### src/rtl/core_cp15_responder_pkg.sv
// CP15 shared definitions: register numbers, FSM states, SCTLR bit positions.
// Optional cycle counter (c15,c12,op2=1) is enabled by CORE_CP15_CYCLE_COUNTER_EN.
package core_cp15_responder_pkg;

    typedef struct packed {
        logic [3:0] crn;
        logic [3:0] crm;
        logic [2:0] op1;
        logic [2:0] op2;
        logic       load;
    } coproc_decode;

    localparam logic [3:0] CP15_ID    = 4'd0;
    localparam logic [3:0] CP15_CTRL  = 4'd1;
    localparam logic [3:0] CP15_TTBR  = 4'd2;
    localparam logic [3:0] CP15_DACR  = 4'd3;
    localparam logic [3:0] CP15_FSR   = 4'd5;
    localparam logic [3:0] CP15_FAR   = 4'd6;
    localparam logic [3:0] CP15_CACHE = 4'd7;
    localparam logic [3:0] CP15_TLB   = 4'd8;
    localparam logic [3:0] CP15_CNT   = 4'd15;
    localparam logic [3:0] CP15_CNT_M = 4'd12;

    localparam int SCTLR_M = 0;
    localparam int SCTLR_C = 2;

    typedef enum logic [1:0] {
        IDLE,
        RESP,
        FLUSH
    } cp15_state;

    typedef enum logic [3:0] {
        SEL_NONE,
        SEL_ID,
        SEL_CTRL,
        SEL_TTBR,
        SEL_DACR,
        SEL_FSR,
        SEL_FAR,
        SEL_CNT
    } cp15_sel;

endpackage

### src/rtl/core_cp15_responder_map.sv
// Combinational decode of a CP15 transfer into register select and flags.
// CORE_CP15_CYCLE_COUNTER_EN adds the c15 cycle counter decode.
module core_cp15_map
    import core_cp15_responder_pkg::*;
(
    input  coproc_decode decode,
    output cp15_sel      sel,
    output logic         undefined,
    output logic         maint
);

    logic reg0;
    assign reg0 = (decode.crm == 4'd0) && (decode.op2 == 3'd0);

    always_comb begin
        sel       = SEL_NONE;
        undefined = 1'b0;
        maint     = 1'b0;
        if (decode.op1 != 3'd0) begin
            undefined = 1'b1;
        end else if (decode.crn == CP15_CACHE || decode.crn == CP15_TLB) begin
            // maintenance ops are write-only
            if (decode.load) undefined = 1'b1;
            else             maint     = 1'b1;
        end else begin
            case (decode.crn)
                CP15_ID: begin
                    if (reg0 && decode.load) sel = SEL_ID;
                    else                     undefined = 1'b1;
                end
                CP15_CTRL: if (reg0) sel = SEL_CTRL; else undefined = 1'b1;
                CP15_TTBR: if (reg0) sel = SEL_TTBR; else undefined = 1'b1;
                CP15_DACR: if (reg0) sel = SEL_DACR; else undefined = 1'b1;
                CP15_FSR:  if (reg0) sel = SEL_FSR;  else undefined = 1'b1;
                CP15_FAR:  if (reg0) sel = SEL_FAR;  else undefined = 1'b1;
`ifdef CORE_CP15_CYCLE_COUNTER_EN
                CP15_CNT: begin
                    if (decode.crm == CP15_CNT_M && decode.op2 == 3'd1)
                        sel = SEL_CNT;
                    else
                        undefined = 1'b1;
                end
`endif
                default: undefined = 1'b1;
            endcase
        end
    end

endmodule

### src/rtl/core_cp15_responder.sv
// CP15 system-control responder: register file, maintenance handshake, fault record.
// CORE_CP15_CYCLE_COUNTER_EN adds a free-running RW cycle counter at c15,c12,op2=1.
module core_cp15_responder
    import core_cp15_responder_pkg::*;
#(
    parameter logic [31:0] ID_CODE = 32'h4107_B360
) (
    input  logic         clk,
    input  logic         rst_n,
    input  logic         start,
    input  coproc_decode decode,
    input  logic [31:0]  write,
    output logic         ready,
    output logic [31:0]  read,
    output logic         undefined,
    output logic         busy,
    output logic         mmu_enable,
    output logic         cache_enable,
    output logic [17:0]  ttbr,
    output logic [31:0]  dacr,
    input  logic         fault,
    input  logic [3:0]   fault_status,
    input  logic [3:0]   fault_domain,
    input  logic [31:0]  fault_addr,
    output logic         flush_req,
    input  logic         flush_ack
);

    cp15_state   state;
    cp15_sel     sel;
    logic        undef;
    logic        maint;
    logic        accept;
    logic        commit;
    logic [7:0]  fsr;
    logic [31:0] far_q;
    logic [31:0] rdata;
`ifdef CORE_CP15_CYCLE_COUNTER_EN
    logic [31:0] cycle_cnt;
`endif

    core_cp15_map u_map (
        .decode    (decode),
        .sel       (sel),
        .undefined (undef),
        .maint     (maint)
    );

    assign busy   = (state != IDLE);
    assign accept = (state == IDLE) && start;
    assign commit = accept && !decode.load && !undef;

    always_comb begin
        rdata = 32'h0;
        case (sel)
            SEL_ID:   rdata = ID_CODE;
            SEL_CTRL: begin
                rdata[SCTLR_M] = mmu_enable;
                rdata[SCTLR_C] = cache_enable;
            end
            SEL_TTBR: rdata = {ttbr, 14'h0};
            SEL_DACR: rdata = dacr;
            SEL_FSR:  rdata = {24'h0, fsr};
            SEL_FAR:  rdata = far_q;
`ifdef CORE_CP15_CYCLE_COUNTER_EN
            SEL_CNT:  rdata = cycle_cnt;
`endif
            default:  rdata = 32'h0;
        endcase
    end

    always_ff @(posedge clk or negedge rst_n) begin
        if (!rst_n) begin
            state     <= IDLE;
            ready     <= 1'b0;
            read      <= 32'h0;
            undefined <= 1'b0;
            flush_req <= 1'b0;
        end else begin
            case (state)
                IDLE: begin
                    if (start && maint) begin
                        state     <= FLUSH;
                        flush_req <= 1'b1;
                    end else if (start) begin
                        state     <= RESP;
                        ready     <= 1'b1;
                        read      <= (decode.load && !undef) ? rdata : 32'h0;
                        undefined <= undef;
                    end
                end
                RESP: begin
                    state     <= IDLE;
                    ready     <= 1'b0;
                    read      <= 32'h0;
                    undefined <= 1'b0;
                end
                FLUSH: begin
                    if (flush_ack) begin
                        state     <= RESP;
                        flush_req <= 1'b0;
                        ready     <= 1'b1;
                    end
                end
                default: state <= IDLE;
            endcase
        end
    end

    always_ff @(posedge clk or negedge rst_n) begin
        if (!rst_n) begin
            mmu_enable   <= 1'b0;
            cache_enable <= 1'b0;
            ttbr         <= 18'h0;
            dacr         <= 32'h0;
            fsr          <= 8'h0;
            far_q        <= 32'h0;
        end else begin
            if (commit) begin
                case (sel)
                    SEL_CTRL: begin
                        mmu_enable   <= write[SCTLR_M];
                        cache_enable <= write[SCTLR_C];
                    end
                    SEL_TTBR: ttbr  <= write[31:14];
                    SEL_DACR: dacr  <= write;
                    SEL_FSR:  fsr   <= write[7:0];
                    SEL_FAR:  far_q <= write;
                    default:  ;
                endcase
            end
            // abort record overrides a same-edge software write
            if (fault) begin
                fsr   <= {fault_domain, fault_status};
                far_q <= fault_addr;
            end
        end
    end

`ifdef CORE_CP15_CYCLE_COUNTER_EN
    always_ff @(posedge clk or negedge rst_n) begin
        if (!rst_n)
            cycle_cnt <= 32'h0;
        else if (commit && sel == SEL_CNT)
            cycle_cnt <= write;
        else
            cycle_cnt <= cycle_cnt + 32'd1;
    end
`endif

endmodule
### config.mk
export PLATFORM = sky130hd
export DESIGN_NAME = core_cp15_responder
export DESIGN_NICKNAME = d
export VERILOG_FILES = /design/src/rtl/core_cp15_responder_pkg.sv /design/src/rtl/core_cp15_responder_map.sv /design/src/rtl/core_cp15_responder.sv
export SDC_FILE = /design/constraint.sdc
export NUM_CORES = 1
export LEC_CHECK = 0
export CAP_MARGIN = 0
export CORE_UTILIZATION = 48
export DETAILED_ROUTE_END_ITERATION = 6
export PLACE_DENSITY = 0.79
export SLEW_MARGIN = 20
export SYNTH_ARGS = -nofsm -noshare
export SYNTH_HDL_FRONTEND = slang
export SYNTH_SLANG_ARGS = --single-unit
### constraint.sdc
create_clock -name clk -period 2.55 [get_ports clk]
set_clock_uncertainty 0.1 [all_clocks]
set_input_delay 0.51 -clock clk [delete_from_list [all_inputs] [get_ports clk]]
set_output_delay 0.51 -clock clk [all_outputs]
set_load 0.1 [all_outputs]
==> results.md <==
- Max-slew violations: 0
- Final Cycle Share: 102%
- CTS tree: built
- Chip Width: approximately 110 um
- Slowest CP cell: clkdlybuf4s50_1
- RSZ-0062 raised after global routing: yes
- Synthesized flop and latch total: 129
- Core area: 12200 sq um
- Setup CP Type: primary input to register
- CTS Buf Count: 17
- Drt pass-1 iters: 6
- Worst-path fanout max: 6
- GRT Total Usage: around a third
- Max Freq: roughly 0.39 GHz
- Power, Total: just over 5000 uW
- Via-to-Cell Ratio: around 5.8
- CP arrival: roughly 2.8 ns
- Normalized max-slew margin: between 60% and 70%
- Synth Flop Type: dfrtp_1
- Number of distinct library cells after synthesis: 48
- Synth top cells by count: dfrtp_1, nand2_1, o21ai_0
- Post-route ant nets: 0
- Post-Route WL: roughly 21000 um
- Maximum VDD drop: just over 0.0004 V
- Cells after DPL: approximately 900
- Status: complete, but fails checks
- DRC violations left: 0
- Area delta synth->final: 56.7%
- Max cap viols: 0
- CP cell instances: clkdlybuf4s50_1 > buf_6 > nand2b_1 > a21oi_2 > a41o_1 > nand2_2 > buf_12 > nor4b_4 > buf_4 > clkbuf_16 > mux2_4
- Via count: around 5600
- PwrDens: approximately 540 nW/um^2
- Ant. Diodes: 0
- Worst-margin pin slew: approximately 0.48 ns
- EDFF count, synth: 0
- Die area: 13200 sq um
- Number of cell rows: 40
- GRT overflow: 0
- Mean Syn Cell Area: between 10 and 15 sq um
- Leakage: 0.00471 uW
- Maximum number of pins on one net before global-route repair: slightly above 80
- Final setup viols: 43
- Post-synthesis sequential area ratio: 53.0%
- Worst path max stage delay: 0.49 ns
- Root buffer cell: clkbuf_16
- Hpwl dp: approximately 13000 um
- CTS sink cnt: roughly 130
- Htree depth: 4
- Yosys top cell by area: dfrtp_1
- Routed len/inst: roughly 21 um
- Initial Utilization: ~50%
- Endpoint type of the worst setup path: register
- Fin nets: 887
- Mapped cell area: between 6000 and 7000 sq um
- Finished Layout Cells: between 900 and 1000
- Most common cell in the synthesized netlist: dfrtp_1
- Layout cells sized above 1: between 30% and 40%
- PnR worst setup slack: -0.0467 ns
- Worst skew pair latency: about 0.42 ns
- Clock buffer depth: 2
- Initial antenna violation count: 0
- Die H: between 100 and 150 um
- Startpoint Class: primary input
- HP Class: primary input to asynchronous set/reset pin
- Port bufs: 179
- Vias in the first global route: about 5700
- Final Hold Vio Count: 0
- Yosys warns: 0
- Ranking of synthesized cells by area: dfrtp_1, mux2_2, mux2i_1, o21ai_0, nand2_1
- Drt initial violations: around 430
- # IOs: 180
- Async set or reset register ratio after synthesis: 100%
- Synth top area share: a little over half
- Global-route wire length before repair: between 30000 and 40000 um
- WP data required: roughly 2.8 ns
- Failing checks: negative setup slack
- Clock Pin Slew Worst Setup and Hold Paths: ~0.06 ns
- Placer Congestion: around 0.9
- Cells after Synth: between 500 and 600
- Final min period: ~2.6 ns
- Syn nets: ~630
[where the power goes]
part	switching (uW)	total [uW]	internal, uW
Sequential	41.5	2150	2110
Clock	947	2530	1580
Combinational	259	490	231
[path summary, 6_finish.rpt]
| path | startpoint | endpoint | slack [ns] | depth (start not counted) |
|---|---|---|---|---|
| max | decode[0] | dacr[30]$_DFFE_PN0P_ | -0.05 | 11 |
| min | rst_n | flush_req$_DFFE_PN0P_ | 0.37 | 2 |
| max reg2reg | state[1]$_DFFE_PN0P_ | dacr[30]$_DFFE_PN0P_ | 0.11 | 9 |
| min reg2reg | read[22]$_DFFE_PN0P_ | read[22]$_DFFE_PN0P_ | 0.39 | 2 |
| max in group asynchronous | rst_n | ttbr[17]$_DFFE_PN0P_ | 1.33 | 3 |
| min in group clk | read[22]$_DFFE_PN0P_ | read[22]$_DFFE_PN0P_ | 0.39 | 2 |
[area by class of cell]
cell class	instances	area (sq um)
repair buffers	268	2510
fillers	793	2660
flip-flops and latches	129	3230
multi-input cells	376	2980
clock inverters	10	123
clock buffers	22	494
well taps	168	210
inverters	3	11.3
[timing repair]
item | in CTS | in global routing
pin swaps | 10 | 12
cloned | 5 | 1
gates resized for setup | 52 | 34
hold buffers | 1 | 0
setup buffers | 11 | 5
setup endpoints to repair | 121 | 100
hold endpoints to repair | 5 | 0
[layout by cell type (no fill, tap or decap), types with 3 or more instances in the layout]
master and n:
nor2b_1 3, clkdlybuf4s50_1 76, o21ai_1 5, buf_6 10, inv_6 3, a21oi_1 7, mux2_2 4, clkinvlp_4 3
buf_16 4, nor3_1 4, clkbuf_2 5, a22o_1 3, o21ai_0 71, dfrtp_1 129, buf_12 13, nor2_1 9
nand2_1 83, mux2_4 50, nor4_2 3, buf_4 150, inv_1 3, clkbuf_16 18, nand3_1 4, mux2i_1 49
nand4_1 3, nand2b_4 3, clkbuf_8 5, or2_2 6, o21a_1 5, a222oi_1 18, a22oi_1 3
[logic make-up (layout without fill, tap and decap cells)]
logic type,after synthesis,count (layout),synth area share (%)
xor gates and xnor gates,1,1,0.144
muxes,103,103,18.6
AOI/OAI and AO/OA,128,128,13.2
and+or+nand+nor,144,144,12.0
DFF,129,129,53.0
buffers and inverters,37,303,3.10
[state kept, by name, indices dropped and copies added (netlist names)]
signal	cells
fsr	8
far_q	32
dacr	32
undefined	1
mmu_enable	1
cache_enable	1
ready	1
ttbr	18
flush_req	1
read	32
state	2
[critical path: cells and delay by family]
family	cells	cell delay (ns)
and+or+nand+nor	3	0.44
AOI/OAI and AO/OA	2	0.40
muxes	1	0.30
buffers and inverters	5	1.13
[layer usage]
metal | GRT usage, % | routed length (um) | up-vias | part of all wire [%]
li1 | - | - | 2484 | -
met1 | 40.7 | 8530 | 2803 | 41
met2 | 51.3 | 10100 | 304 | 49
met3 | 6.67 | 1570 | 50 | 7.6
met4 | 13.3 | 476 | 0 | 2.3
met5 | 0 | 0 | - | 0
[per-stage QoR]
step                instance area (sq um)  TNS (ns)  hold WS (ns)  worst slack (ns)  utilization, %
detailed placement                   8450    -70.47         0.245            -0.719            69.2
floorplan                            6220     -5.17         0.114            -0.198               -
global placement                     8450    -68.27         0.244            -0.686            69.2
finish                               9550    -0.988         0.367           -0.0467            78.2
global route                         9550     -4.44         0.379            -0.105            78.2
CTS                                  9410         0         0.351           0.00175            77.0
No activity file was read; power rests on OpenSTA's default activity.
